[src/rtl/timebase_gen_if.sv]
//-----------------------------------------------------------------------------
// Module     : timebase_gen_if
// Description: Control/status bundle of the timebase generator.
//              master : the generator (takes controls, drives strobes/irq)
//              slave  : the consumer (drives controls, takes strobes/irq)
//   resync     restart all counters (synchronous)
//   freeze     hold counters, suppress strobes
//   irq_ack    clear latched interrupt (level mode)
//   ce_o       NUM_CH one-clock enable strobes
//   sq_o       NUM_CH ~50% square-wave companions
//   irq_o      interrupt request
//   irq_miss_o saturating count of lost interrupt events
// Revision   : 1.0 - initial release
//-----------------------------------------------------------------------------
`timescale 1ns/1ps
`default_nettype none

interface timebase_gen_if #(
  parameter int NUM_CH = 4
);
  logic              resync;
  logic              freeze;
  logic              irq_ack;
  logic [NUM_CH-1:0] ce_o;
  logic [NUM_CH-1:0] sq_o;
  logic              irq_o;
  logic [3:0]        irq_miss_o;

  modport master (
    input  resync, freeze, irq_ack,
    output ce_o, sq_o, irq_o, irq_miss_o
  );

  modport slave (
    output resync, freeze, irq_ack,
    input  ce_o, sq_o, irq_o, irq_miss_o
  );
endinterface

`default_nettype wire

[src/rtl/timebase_gen.sv]
//-----------------------------------------------------------------------------
// Module     : timebase_gen
// Description: Multi-channel clock-enable generator with periodic interrupt
//              timer. Each channel produces a registered one-clock strobe
//              (ce_o) and a square-wave companion (sq_o). Channel IRQ_CH
//              clocks a modulo-IRQ_PERIOD interrupt counter that raises irq_o.
//              Build option TIMEBASE_FRAC_EN: channels become phase
//              accumulators (strobe = carry-out, square = accumulator MSB);
//              otherwise they are integer dividers by DIV_LIST entries.
// Ports      : clk    system clock
//              rst_l  asynchronous active-low reset
//              bus    timebase_gen_if.master (resync, freeze, irq_ack in;
//                     ce_o, sq_o, irq_o, irq_miss_o out)
// Revision   : 1.0 - initial release
//-----------------------------------------------------------------------------
`timescale 1ns/1ps
`default_nettype none

module timebase_gen #(
  parameter int                      NUM_CH     = 4,
  parameter int                      CNT_W      = 16,
  parameter logic [NUM_CH*CNT_W-1:0] DIV_LIST   = {4{16'd16}},
  parameter logic [NUM_CH*CNT_W-1:0] INC_LIST   = {4{16'h1000}},
  parameter int                      IRQ_CH     = 0,
  parameter int                      IRQ_PERIOD = 14,
  parameter int                      IRQ_PHASE  = 12,
  parameter int                      IRQ_LEVEL  = 0
) (
  input  wire logic      clk,
  input  wire logic      rst_l,
  timebase_gen_if.master bus
);

  localparam logic [3:0] C_PHASE = 4'(IRQ_PHASE);
  localparam logic [3:0] C_LAST  = 4'(IRQ_PERIOD - 1);

  if (NUM_CH < 1 || NUM_CH > 8) begin : g_bad_num_ch
    $error("timebase_gen: NUM_CH must be 1..8");
  end
  if (IRQ_CH < 0 || IRQ_CH >= NUM_CH) begin : g_bad_irq_ch
    $error("timebase_gen: IRQ_CH out of range");
  end
  if (IRQ_PERIOD < 2 || IRQ_PERIOD > 16) begin : g_bad_period
    $error("timebase_gen: IRQ_PERIOD must be 2..16");
  end
  if (IRQ_PHASE < 0 || IRQ_PHASE >= IRQ_PERIOD) begin : g_bad_phase
    $error("timebase_gen: IRQ_PHASE must be below IRQ_PERIOD");
  end

  // Counters advance only when neither restart nor debug halt is active.
  logic              w_run;
  logic [NUM_CH-1:0] w_tick;   // channel strobe about to be registered this clk
  logic [NUM_CH-1:0] w_ce;
  logic [NUM_CH-1:0] w_sq;

  assign w_run = !bus.resync && !bus.freeze;

  for (genvar gi = 0; gi < NUM_CH; gi++) begin : g_ch
    logic r_ce;
    logic r_sq;

`ifdef TIMEBASE_FRAC_EN
    localparam logic [CNT_W-1:0] C_INC = INC_LIST[gi*CNT_W +: CNT_W];

    logic [CNT_W-1:0] r_acc;
    logic [CNT_W:0]   w_sum;

    assign w_sum       = {1'b0, r_acc} + {1'b0, C_INC};
    assign w_tick[gi]  = w_sum[CNT_W];

    always_ff @(posedge clk or negedge rst_l) begin
      if (!rst_l) begin
        r_acc <= '0;
        r_ce  <= 1'b0;
        r_sq  <= 1'b0;
      end else if (bus.resync) begin
        r_acc <= '0;
        r_ce  <= 1'b0;
        r_sq  <= 1'b0;
      end else if (bus.freeze) begin
        r_ce  <= 1'b0;
      end else begin
        r_acc <= w_sum[CNT_W-1:0];
        r_ce  <= w_sum[CNT_W];
        r_sq  <= w_sum[CNT_W-1];
      end
    end
`else
    localparam logic [CNT_W-1:0] C_DIV = DIV_LIST[gi*CNT_W +: CNT_W];

    if (C_DIV == '0) begin : g_div_zero
      $error("timebase_gen: divider of 0 is not allowed");
    end

    logic [CNT_W-1:0] r_cnt;
    logic             w_wrap;

    assign w_wrap     = (r_cnt == C_DIV - 1'b1);
    assign w_tick[gi] = w_wrap;

    // sq_o is decoded from the pre-edge count so it shares ce_o's latency;
    // a divide-by-1 channel has no low half and keeps sq_o at 0.
    always_ff @(posedge clk or negedge rst_l) begin
      if (!rst_l) begin
        r_cnt <= '0;
        r_ce  <= 1'b0;
        r_sq  <= 1'b0;
      end else if (bus.resync) begin
        r_cnt <= '0;
        r_ce  <= 1'b0;
        r_sq  <= 1'b0;
      end else if (bus.freeze) begin
        r_ce  <= 1'b0;
      end else begin
        r_cnt <= w_wrap ? '0 : r_cnt + 1'b1;
        r_ce  <= w_wrap;
        r_sq  <= (C_DIV > 1) && (r_cnt >= (C_DIV >> 1));
      end
    end
`endif

    assign w_ce[gi] = r_ce;
    assign w_sq[gi] = r_sq;
  end

  // Interrupt counter steps on the same edge that registers ce_o[IRQ_CH].
  // The event is the tick taken while the counter sits at IRQ_PHASE, so
  // irq_o rises together with the (IRQ_PHASE+1)-th strobe.
  logic       w_irq_tick;
  logic       w_event;
  logic [3:0] r_irq_cnt;
  logic       r_irq;
  logic [3:0] r_miss;

  assign w_irq_tick = w_run && w_tick[IRQ_CH];
  assign w_event    = w_irq_tick && (r_irq_cnt == C_PHASE);

  always_ff @(posedge clk or negedge rst_l) begin
    if (!rst_l) begin
      r_irq_cnt <= '0;
      r_irq     <= 1'b0;
      r_miss    <= '0;
    end else if (bus.resync) begin
      r_irq_cnt <= '0;
      r_irq     <= 1'b0;
    end else if (bus.freeze) begin
      if (IRQ_LEVEL == 0) begin
        r_irq <= 1'b0;
      end
    end else begin
      if (w_irq_tick) begin
        r_irq_cnt <= (r_irq_cnt == C_LAST) ? 4'd0 : r_irq_cnt + 4'd1;
      end
      if (IRQ_LEVEL != 0) begin
        // An event outranks a simultaneous acknowledge.
        if (w_event) begin
          r_irq <= 1'b1;
          if (r_irq && (r_miss != 4'hF)) begin
            r_miss <= r_miss + 4'd1;
          end
        end else if (bus.irq_ack) begin
          r_irq <= 1'b0;
        end
      end else begin
        // Pulse lasts exactly one timebase period.
        if (w_event) begin
          r_irq <= 1'b1;
        end else if (w_irq_tick) begin
          r_irq <= 1'b0;
        end
      end
    end
  end

  assign bus.ce_o       = w_ce;
  assign bus.sq_o       = w_sq;
  assign bus.irq_o      = r_irq;
  assign bus.irq_miss_o = r_miss;

endmodule

`default_nettype wire
[src/flat_wrapper.sv]
// flat-port wrapper written by rule: the top's interface ports become plain ports
module timebase_gen_flat 
#(
  parameter int                      NUM_CH     = 4,
  parameter int                      CNT_W      = 16,
  parameter logic [NUM_CH*CNT_W-1:0] DIV_LIST   = {4{16'd16}},
  parameter logic [NUM_CH*CNT_W-1:0] INC_LIST   = {4{16'h1000}},
  parameter int                      IRQ_CH     = 0,
  parameter int                      IRQ_PERIOD = 14,
  parameter int                      IRQ_PHASE  = 12,
  parameter int                      IRQ_LEVEL  = 0
)
  (clk, rst_l, bus_resync, bus_freeze, bus_irq_ack, bus_ce_o, bus_sq_o, bus_irq_o, bus_irq_miss_o);
  timebase_gen_if #(.NUM_CH(NUM_CH)) bus_i ();
  input  wire logic clk;
  input  wire logic rst_l;
  input wire logic [$bits(bus_i.resync)-1:0] bus_resync;
  input wire logic [$bits(bus_i.freeze)-1:0] bus_freeze;
  input wire logic [$bits(bus_i.irq_ack)-1:0] bus_irq_ack;
  output wire logic [$bits(bus_i.ce_o)-1:0] bus_ce_o;
  output wire logic [$bits(bus_i.sq_o)-1:0] bus_sq_o;
  output wire logic [$bits(bus_i.irq_o)-1:0] bus_irq_o;
  output wire logic [$bits(bus_i.irq_miss_o)-1:0] bus_irq_miss_o;
  assign bus_i.resync = bus_resync;
  assign bus_i.freeze = bus_freeze;
  assign bus_i.irq_ack = bus_irq_ack;
  assign bus_ce_o = bus_i.ce_o;
  assign bus_sq_o = bus_i.sq_o;
  assign bus_irq_o = bus_i.irq_o;
  assign bus_irq_miss_o = bus_i.irq_miss_o;
  timebase_gen #(.NUM_CH(NUM_CH), .CNT_W(CNT_W), .DIV_LIST(DIV_LIST), .INC_LIST(INC_LIST), .IRQ_CH(IRQ_CH), .IRQ_PERIOD(IRQ_PERIOD), .IRQ_PHASE(IRQ_PHASE), .IRQ_LEVEL(IRQ_LEVEL)) u_core (.clk(clk), .rst_l(rst_l), .bus(bus_i));
endmodule
[config.mk]
export PLATFORM = sky130hd
export DESIGN_NAME = timebase_gen_flat
export DESIGN_NICKNAME = d
export VERILOG_FILES = /design/src/rtl/timebase_gen_if.sv /design/src/rtl/timebase_gen.sv /design/src/flat_wrapper.sv
export SDC_FILE = /design/constraint.sdc
export NUM_CORES = 1
export LEC_CHECK = 0
export ABC_AREA = 1
export ABC_CLOCK_PERIOD_IN_PS = 2300
export BUFFER_PORTS_ARGS = -buffer_cell sky130_fd_sc_hd__buf_2
export CAP_MARGIN = 40
export CORE_ASPECT_RATIO = 0.6
export CORE_UTILIZATION = 45
export CTS_BUF_LIST = sky130_fd_sc_hd__clkbuf_8
export CTS_CLUSTER_DIAMETER = 200
export DETAILED_ROUTE_END_ITERATION = 10
export PLACE_DENSITY_LB_ADDON = 0.12
export SYNTH_ARGS = -nofsm -noshare
export SYNTH_HDL_FRONTEND = slang
export SYNTH_SLANG_ARGS = --single-unit
[constraint.sdc]
create_clock -name clk -period 2.3 [get_ports clk]
set_input_delay 0.575 -clock clk [delete_from_list [all_inputs] [get_ports clk]]
set_output_delay 0.575 -clock clk [all_outputs]
set_load 0.03 [all_outputs]
-- Word level (Yosys, flattened, before mapping)
Cells that the tools add are included.
- input port bits: 5
- output and inout bits: 13
- bits in registers: 77
- logic and storage cells: 74
- reduce and logical (&&, ||, !) cells: 8
- eq/ne operators: 7
- order comparisons: 4
- $add $sub $neg: 5
- muxes and demuxes: 36
- operators by type and width (cell ; count):
    16-bit two-way mux ; 12
    16-bit by 1-bit adder with 16-bit output (second input constant) ; 4
    16-bit by 4-bit equality test with 1-bit output (second input constant) ; 4
    16-bit by 4-bit >= comparator with 1-bit output (second input constant) ; 4
    1-bit two-way mux ; 20
    4-bit two-way mux ; 4
    4-bit equality test (second input constant) ; 2
    4-bit by 1-bit adder with 4-bit output (second input constant) ; 1
    4-bit nonzero test ; 1
    1-bit logical AND ; 3
    1-bit logical NOT ; 2
    2-bit != test (second input constant) ; 1
    2-bit AND reduction ; 1
    2-bit nonzero test ; 1

-- Longest topological paths before layout
Gate-level depths: netlist of run 1.
- word-level depth: 7
- mapped depth: 8

-- Worst setup path after synthesis of run 1
Ideal clock, no wire load.
- path type: flip-flop to flip-flop
- start point: register u_core.g_ch[0].r_cnt[0]
- end point: register u_core.g_ch[0].r_cnt[12]
- arrival time: 1180 ps
- required time: 2182 ps
- cell stages (with the launch flop): 9
- path buffers: 0
- slack: 1002 ps
- setup time: 118 ps
- cells stage by stage: dfrtp_1 ha_1 nand3_2 nor2_4 nand2_2 nand2_4 inv_4 nand3_1 nand2_1
- longest elaborated chain between the ends: 4
- elaborated cells between the ends (all ways): 5
- those cells by class: add/sub (1); eq/ne (1); mux (3)
- RTL lines (element ; line ; source):
    start, declared ; timebase_gen.sv:95 ; logic [CNT_W-1:0] r_cnt;
    start signal, assigned ; timebase_gen.sv:115 ; r_cnt <= w_wrap ? '0 : r_cnt + 1'b1;
    16-bit by 1-bit adder with 16-bit output or 16-bit by 4-bit equality test with 1-bit output (tied branches) ; timebase_gen.sv:115, timebase_gen.sv:98 ;
    16-bit two-way mux (*) ; timebase_gen.sv:115 ;
    16-bit two-way mux (*) ; timebase_gen.sv:112 ; end else if (bus.freeze) begin
    16-bit two-way mux (*) ; timebase_gen.sv:108 ; end else if (bus.resync) begin
Mark *: on every way between the ends. The rest lies on a longest branch, timed or not. The select of a mux whose other input is x is not followed.
A chain may end at the register's enable or synchronous reset.

-- Worst setup path after layout of run 1
- start point: register u_core.g_ch[3].r_cnt[0]
- end point: register u_core.g_ch[3].r_cnt[9]
- longest elaborated chain between the ends: 4
- elaborated cells between the ends (all ways): 5
- those cells by class: add/sub (1); eq/ne (1); mux (3)
- RTL lines (element ; line):
    start, declared ; timebase_gen.sv:95
    start signal, assigned ; timebase_gen.sv:115
    16-bit by 1-bit adder with 16-bit output or 16-bit by 4-bit equality test with 1-bit output (tied branches) ; timebase_gen.sv:115, timebase_gen.sv:98
    16-bit two-way mux (*) ; timebase_gen.sv:115
    16-bit two-way mux (*) ; timebase_gen.sv:112
    16-bit two-way mux (*) ; timebase_gen.sv:108
Marks and branches as above.

==> impl_metrics.toml, run 1 <==
[status]
outcome = "finished, final reports clean"

[logic_synthesis]
synth_top_area_share_pct = 41.4
synth_most_common_cell = "nand2_1"
ys_top_cells_by_area = "dfrtp_1 (41%), nand2_1 (17%), nand3_1 (6.9%)"
avgSynthCellArea_sq_um = 7.29
synth-compound-area-share_pct = 6.23
ys_seq_area_share_pct = 41.4
yosys_warnings = 4
synth_area_sq_mm = 0.00466
synth_top_family_by_area = "simple AND/OR/NAND/NOR gates"
synth_fa_ha_area_share_pct = 2.15
synth_top_flop_cell = "dfrtp_1"
synth_commonest_cells = "nand2_1 (215), dfrtp_1 (77), nor2_1 (77)"
syn_inst = 639
ys_seq_elements = 77
synthMuxAreaShare_pct = 0
synth_edf_count = 0
synth_top_area_cell = "dfrtp_1"
synthXorXnorAreaFrac_pct = 4.89
async_reset_ff_share_pct = 100
ys_types = 33
synthSimpleGateAreaFrac_pct = 37.9

[critical_path]
crit_path_end = "u_core.g_ch[3].r_cnt[9]"
reg2reg_depth = 8
path_max_fanout = 9
arrival_ps = 1870
rrSetupSlack_ps = 690
startpoint_type = "register"
crit_required_ps = 2560
crit_start = "u_core.g_ch[3].r_cnt[0]"
crit_type = "reg -> reg"
r2r-start = "u_core.g_ch[3].r_cnt[0]"
reg2reg_to = "u_core.g_ch[3].r_cnt[9]"
endpoint_kind = "register"

[timing]
rsz0062_at_grt = "false"
skew_ps = 13.8
layout_min_cycle_time_ps = 1610
finalHoldViolCount = 0
fin_crit_sh_pct = 70.1
setup_viol = 0
slew_violations = 0
max_freq_ghz = 0.620
tns_ps = 0

[final_layout]
diodes = 0
areaGrowthSynthToFinish_pct = 7.82
drive_gt1_share_pct = 8.85
fillers = 977
finish.utilization_pct = 50.5
nNetsFinal = 663
multi_input_area_sq_mm = 0.00240
regArea_sq_mm = 0.00193

[floorplan]
coreArea_sq_mm = 0.00995
die_w_microns = 133
ios = 18
rows = 28
initial_core_util_pct = 46.8
die_area_sq_mm = 0.0108
die_y_microns = 80.8

[clocking]
cts_tree = "yes"
h-tree-depth = 3
clk_path_buf_depth = 2
cts_root_buf = "clkbuf_8"
ctsHoldBuffers = 0
ctsResizeCount = 0
clk_pin_slew_ps = 80
cts_setup_buffers = 0
clock-sinks = 77
insertion_delay_ps = 370
numCtsBuffers = 9

[global_route]
grt_usage_pct = 20.3
grt_max_degree = 50
grt_pass1_wl_microns = 17100
grt_pass1_vias = 3627
antenna_found_initial = 0
grt_overflow = 0

[routing]
num_vias = 3927
firstDrtPassIters = 6
detail-route-antenna-nets = 0
wl_microns = 9760
drcViolationCount = 0
via_per_inst = 4.97
first_iter_violations = 191
routedWlPerCell_microns = 12.4

[power_and_ir_drop]
seqPwrFrac_pct = 53.7
power_switching_w = 0.000647
switching_share_pct = 25.2
p_per_area_mw_per_mm2 = 511
power_frac_comb_pct = 5.2
internal_power_w = 0.00192
leakage_nw = 2.34
peakVddDrop_uv = 259
p_clk_share_pct = 41.2

[flow_run]
maxCapViolations = 0

[placement]
hpwl_microns = 6860
port_buffers = 12
place.gp.congestion = 0.837

[min_path]
worstHoldPathType = "in -> async"
-- worst min path at each step --
stage / end / slack, ps / depth (start not counted)
floorplan: u_core.bus.irq_o / 280 / 0
finish: u_core.g_ch[1].r_cnt[12] / 130 / 1
global route: u_core.g_ch[1].r_cnt[5] / 150 / 1
CTS: u_core.g_ch[1].r_cnt[12] / 140 / 1
detailed placement: u_core.bus.irq_o / 470 / 2
global placement: u_core.g_ch[2].r_sq / 460 / 2
-- final cells by class --
| cell class | count | share of cell area, % |
|---|---|---|
| clock buffers | 10 | 2.74 |
| clock inverters | 6 | 1.27 |
| inverters | 58 | 4.43 |
| multi-input cells | 489 | 47.9 |
| flip-flops and latches | 77 | 38.4 |
| well taps | 135 | 3.36 |
| repair buffers | 15 | 1.94 |
-- worst max-delay path: stages (launching register included) --
cell,delay (ps)
dfrtp_1,430
ha_1,240
nand3_1,140
nor2_1,120
nand2_1,130
nand2_2,180
inv_2,130
nand3_1,90
nand2_1,60
-- per-layer routing --
metal,GRT usage [%],vias to the layer above,share of wire [%]
met3,5.49,4,4.1
met1,28.8,1826,54
met2,30.9,56,41
met5,0,-,0
li1,-,2041,-
met4,4.77,0,0.66
-- registers in the layout (all words and copies together), names as in the netlist --
name / count
u_core.g_ch.r_ce: 4
u_core.bus.irq_o: 1
u_core.r_irq_cnt: 4
u_core.g_ch.r_sq: 4
u_core.g_ch.r_cnt: 64
-- kinds of logic (layout without fill, tap and decap cells) --
kind of cell | count (synthesis) | in the layout
flops | 77 | 77
xor+xnor | 26 | 26
compound gates | 51 | 51
buf+inv | 76 | 89
simple gates | 400 | 400
other cells | 1 | 4
fa+ha+maj | 8 | 8
-- per-stage QoR --
step                      setup WS [ps]  instance area [sq um]  total power (W)  std cells  hold slack (ps)
after floorplan                    1000                   4670          0.00148        642              279
after global placement              715                   4820          0.00154        774              462
after detailed placement            695                   4820          0.00154        774              465
after CTS                           705                   5020          0.00260        790              144
after global routing                547                   5020          0.00269        790              147
final                               688                   5020          0.00257        790              134
-- power by group through the flow --
stage,logic [W],registers [W],clock network (W)
floorplan,0.0000781,0.00140,0
global placement,0.000133,0.00140,0
detailed placement,0.000136,0.00141,0
CTS,0.000137,0.00138,0.00109
global route,0.000150,0.00138,0.00116
finish,0.000132,0.00138,0.00106
-- placed cells by master, fill, tap and decap left out, types with 7 or more instances in the layout --
cell type | synthesis | routed
buf_2 | 6 | 11
clkbuf_8 | 0 | 10
nand4_1 | 15 | 15
inv_1 | 52 | 53
xnor2_1 | 13 | 13
nor2_4 | 6 | 7
nand3_1 | 64 | 64
dfrtp_1 | 77 | 77
nand2_1 | 215 | 215
o21ai_0 | 30 | 30
nor2_1 | 77 | 77
ha_1 | 8 | 8
xor2_1 | 13 | 13
Note: power is estimated with default switching activity, not from simulation.
==> inputs of run 2 (changes only) <==
ABC_CLOCK_PERIOD_IN_PS = 1600   (was 2300)
clock period = 1.6 ns   (was 2.3 ns; I/O delays follow)
==> run 2 against run 1 <==
Effect of this change: count of clock-buffer cells in the layout rose by 1; sequential cell count did not move; worst hold slack got worse by 90 ps; setup slack got worse by 560 ps; first-iteration DRC count rose by 70%; register-to-register slack got worse by 560 ps; clock skew fell by 7.8 ps; die area did not move; non-clock buffer count rose by 11; combinational power rose by 67%; critical endpoint is now u_core.g_ch[0].r_cnt[9].
==> impl_metrics.toml, run 2 (synthesized netlist as in run 1, its figures left out) <==
[floorplan]
die_area_sq_mm = 0.0108
coreArea_sq_mm = 0.00995
rows = 28
die_y_microns = 80.8
die_w_microns = 133
ios = 18
initial_core_util_pct = 46.8

[critical_path]
cpMaxStageDelayCell = "dfrtp_1"
crit_chain = "ha_2 > nand3_2 > nor2_4 > nand2_2 > nand2_4 > inv_4 > nand3_1 > nand2_1"
endpoint_kind = "register"
max_stage_delay_ps = 410
arrival_ps = 1720
path_max_fanout = 10
cp_num_buf_inv = 1
crit_type = "reg -> reg"
startpoint_type = "register"
crit_required_ps = 1850
path_delay_family = "simple AND/OR/NAND/NOR gates"

[timing]
finalHoldViolCount = 0
timing.final.ws_setup_ps = 124
max_freq_ghz = 0.678
slew_violations = 0
skew_ps = 6.01
setup_viol = 0
layout_min_cycle_time_ps = 1480
fin_crit_sh_pct = 92.2
hold_slack_ps = 44.0

[routing]
routedWlPerCell_microns = 12.3
first_iter_violations = 325
detail-route-antenna-nets = 0
via_per_inst = 4.96
firstDrtPassIters = 4
num_vias = 3970
drcViolationCount = 0
wl_microns = 9850

[global_route]
grt_usage_pct = 20.0
grt_pass1_wl_microns = 17000
grt_max_degree = 78
grt_pass1_vias = 3555
antenna_found_initial = 0
grt_overflow = 0

[final_layout]
most-common-layout-cells = "nand2_1 (215), nor2_1 (77), dfrtp_1 (77), nand3_1 (64), inv_1 (52)"
mostFrequentLayoutCell = "nand2_1"
largest_reg_flops = 64
nNetsFinal = 674
regMostFlops = "u_core.g_ch.r_cnt"
drive_gt1_share_pct = 11.0
fillers = 971
areaGrowthSynthToFinish_pct = 10.3
diodes = 0

[power_and_ir_drop]
p_per_area_mw_per_mm2 = 694
peakVddDrop_uv = 352
leakage_nw = 2.40

[placement]
place.gp.congestion = 0.820
hpwl_microns = 6830
port_buffers = 12
preCtsSetupSlack_ps = 87.1

[clocking]
clk_pin_slew_ps = 80
clock-sinks = 77
ctsHoldBuffers = 0
insertion_delay_ps = 360
h-tree-depth = 3
numCtsBuffers = 9
cts_tree = "yes"
clk_path_buf_depth = 2
cts_root_buf = "clkbuf_8"

[status]
outcome = "finished, final reports clean"

[min_path]
worstHoldPathType = "in -> async"

[flow_run]
maxCapViolations = 0
run 2: metal layers:
metal	up-vias	part of all wire [%]	track usage, %
li1	2064	-	-
met1	1854	54	30.2
met2	47	42	28.4
met3	5	3.6	4.87
met4	0	0.62	4.77
met5	-	0	0
run 2: path summary, 6_finish.rpt:
path	from	end	slack (ps)	cells after the start
setup / recovery	u_core.g_ch[0].r_cnt[0]	u_core.g_ch[0].r_cnt[9]	120	8
hold / removal	rst_l	u_core.g_ch[1].r_cnt[11]	40	2
setup reg to reg	u_core.g_ch[0].r_cnt[0]	u_core.g_ch[0].r_cnt[9]	120	8
hold reg to reg	u_core.g_ch[2].r_sq	u_core.g_ch[2].r_sq	480	2
max in group asynchronous	rst_l	u_core.g_ch[0].r_cnt[10]	1210	2
min in group clk	bus_freeze	u_core.g_ch[0].r_sq	420	4
run 2: per-stage QoR:
stage	setup TNS [ps]	total power [W]	area, sq um	std cells	utilization (%)
6_report	0	0.00356	5140	801	51.6
5_1_grt	-12.9	0.00371	5140	801	51.6
4_1_cts	0	0.00362	5100	799	51.3
3_5_place_dp	0	0.00223	4930	783	49.5
3_3_place_gp	0	0.00223	4930	783	49.5
2_1_floorplan	0	0.00213	4670	642	-
run 2: cell type report:
cell class / instances / area (sq um) / area share (%)
Timing Repair Buffer: 26 / 218 / 4.24
Clock buffer: 11 / 151 / 2.95
Multi-Input combinational cell: 489 / 2420 / 47.2
Sequential cell: 77 / 1930 / 37.5
Inverter: 58 / 223 / 4.34
Clock inverter: 5 / 25.0 / 0.487
Tap cell: 135 / 169 / 3.29
run 2: timing repair:
action / in CTS / in global routing
setup buffers: 0 / 2
resized for setup: 0 / 5
setup endpoints to repair: 0 / 22
run 2: power breakdown:
| part | switching [W] | internal [W] |
|---|---|---|
| Combinational | 0.000157 | 0.0000622 |
| Clock | 0.000731 | 0.000635 |
| Sequential | 0.0000176 | 0.00196 |
| Total | 0.000906 | 0.00266 |
==> inputs of run 3 (changes only) <==
REMOVE_ABC_BUFFERS = 1   (was unset)
==> run 3 against run 2 <==
Effect of this change: fmax up 0.23%; sequential share of layout area fell by 0.25 points; final cell count unchanged; combinational power grew 4%; setup slack improved by 3.4 ps; first-iteration DRC count shrank 42%; utilization is 0.35 points higher; non-clock buffer count increased by 3; worst hold slack gained 400 ps; total power rose by 2.9%; sequential power hardly changed; critical path type unchanged.
==> impl_metrics.toml, run 3 (synthesized netlist as in run 1, its figures left out) <==
[final_layout]
largest_reg_flops = 64
nNetsFinal = 677
most-common-layout-cells = "nand2_1 (215), nor2_1 (77), dfrtp_1 (77), nand3_1 (64), inv_1 (52)"
finish.utilization_pct = 52.0
diodes = 0
regMostFlops = "u_core.g_ch.r_cnt"
mostFrequentLayoutCell = "nand2_1"
fillers = 979
drive_gt1_share_pct = 10.7
areaGrowthSynthToFinish_pct = 11.0

[placement]
port_buffers = 12
hpwl_microns = 6970
place.gp.congestion = 0.810

[routing]
num_vias = 3965
first_iter_violations = 189
via_per_inst = 4.95
detail-route-antenna-nets = 0
wl_microns = 9910
routedWlPerCell_microns = 12.4
firstDrtPassIters = 5
drcViolationCount = 0

[clocking]
h-tree-depth = 3
cts_root_buf = "clkbuf_8"
insertion_delay_ps = 340
clk_pin_slew_ps = 80
clock-sinks = 77
clk_path_buf_depth = 2
numCtsBuffers = 9
cts_tree = "yes"

[power_and_ir_drop]
p_per_area_mw_per_mm2 = 709
power_w = 0.00367
peakVddDrop_uv = 403
leakage_nw = 2.42

[timing]
max_freq_ghz = 0.679
hold_slack_ps = 447
skew_ps = 7.98
finalHoldViolCount = 0
rsz0062_at_grt = "false"
layout_min_cycle_time_ps = 1470
fin_crit_sh_pct = 92.0
slew_violations = 0
setup_viol = 0

[flow_run]
maxCapViolations = 0

[floorplan]
ios = 18
rows = 28
die_area_sq_mm = 0.0108
die_w_microns = 133
coreArea_sq_mm = 0.00995
initial_core_util_pct = 46.8
die_y_microns = 80.8

[critical_path]
crit_type = "reg -> reg"
path_max_fanout = 9
startpoint_type = "register"
crit_required_ps = 1840
reg2reg_depth = 8
arrival_ps = 1710
endpoint_kind = "register"

[min_path]
hold_path_depth = 4
worstHoldPathType = "in -> reg"

[global_route]
grt_pass1_vias = 3559
grt_pass1_wl_microns = 16900
grt_overflow = 0
grt_usage_pct = 19.9
grt_max_degree = 43
antenna_found_initial = 0

[status]
outcome = "finished, final reports clean"
run 3: cell types whose count changed in the layout (fill, tap and decap cells not counted), sizes merged:
cell         delta
clkinv          -4
buf             +2
bufinv          +1
dlygate4sd3     +1
run 3: final cells by class:
type	instances	area, sq um	share of cell area [%]
Tap cell	135	169	3.27
Sequential cell	77	1930	37.3
Clock buffer	11	151	2.93
Multi-Input combinational cell	489	2420	46.9
Inverter	58	223	4.31
Clock inverter	2	35.0	0.677
Timing Repair Buffer	29	243	4.69
run 3: timing repair:
action | in CTS | in global routing
gates resized for setup | 0 | 4
endpoints found under the hold margin | 18 | 0
endpoints found under the setup margin | 0 | 17
hold buffers | 1 | 0
setup buffers | 0 | 2
run 3: routing by layer:
metal  vias up  global-route usage [%]  routed length [microns]
met5         -                       0                        0
met4         0                    4.32                       33
met3         2                    4.93                      456
met2        71                    30.1                     4110
met1      1821                    28.8                     5310
li1       2071                       -                        -
run 3: path summary, 6_finish.rpt:
kind / startpoint / end / slack (ps)
worst min-delay path: bus_freeze / u_core.g_ch[0].r_sq / 450
worst min register to register: u_core.bus.irq_o / u_core.bus.irq_o / 480
worst max-delay path: u_core.g_ch[2].r_cnt[1] / u_core.g_ch[2].r_cnt[13] / 130
worst max register to register: u_core.g_ch[2].r_cnt[1] / u_core.g_ch[2].r_cnt[13] / 130
min in group asynchronous: rst_l / u_core.g_ch[0].r_cnt[1] / 490
max in group asynchronous: rst_l / u_core.g_ch[2].r_cnt[5] / 630
run 3: through the flow:
step	instance area, sq um	TNS [ps]	setup slack [ps]	std cells
2_1_floorplan	4550	-16820	-589	624
3_3_place_gp	4940	0	135	785
3_5_place_dp	4940	0	130	785
4_1_cts	5140	0	106	799
5_1_grt	5170	0	1.08	801
6_report	5170	0	128	801
run 3: report_power, final:
part / leakage, nW / internal, W / total [W] / switching [W]
Combinational: 1.25 / 0.0000679 / 0.000229 / 0.000161
Sequential: 1.07 / 0.00196 / 0.00198 / 0.0000178
Clock: 0.0971 / 0.000779 / 0.00146 / 0.000683
run 3: critical path: stages (launching register included):
cell     delay, ps
dfrtp_1        400
ha_2           230
nand3_1        110
nor2_1         130
nand2_1        120
nand2_2        130
inv_2          100
nand3_1         80
nand2_1         50
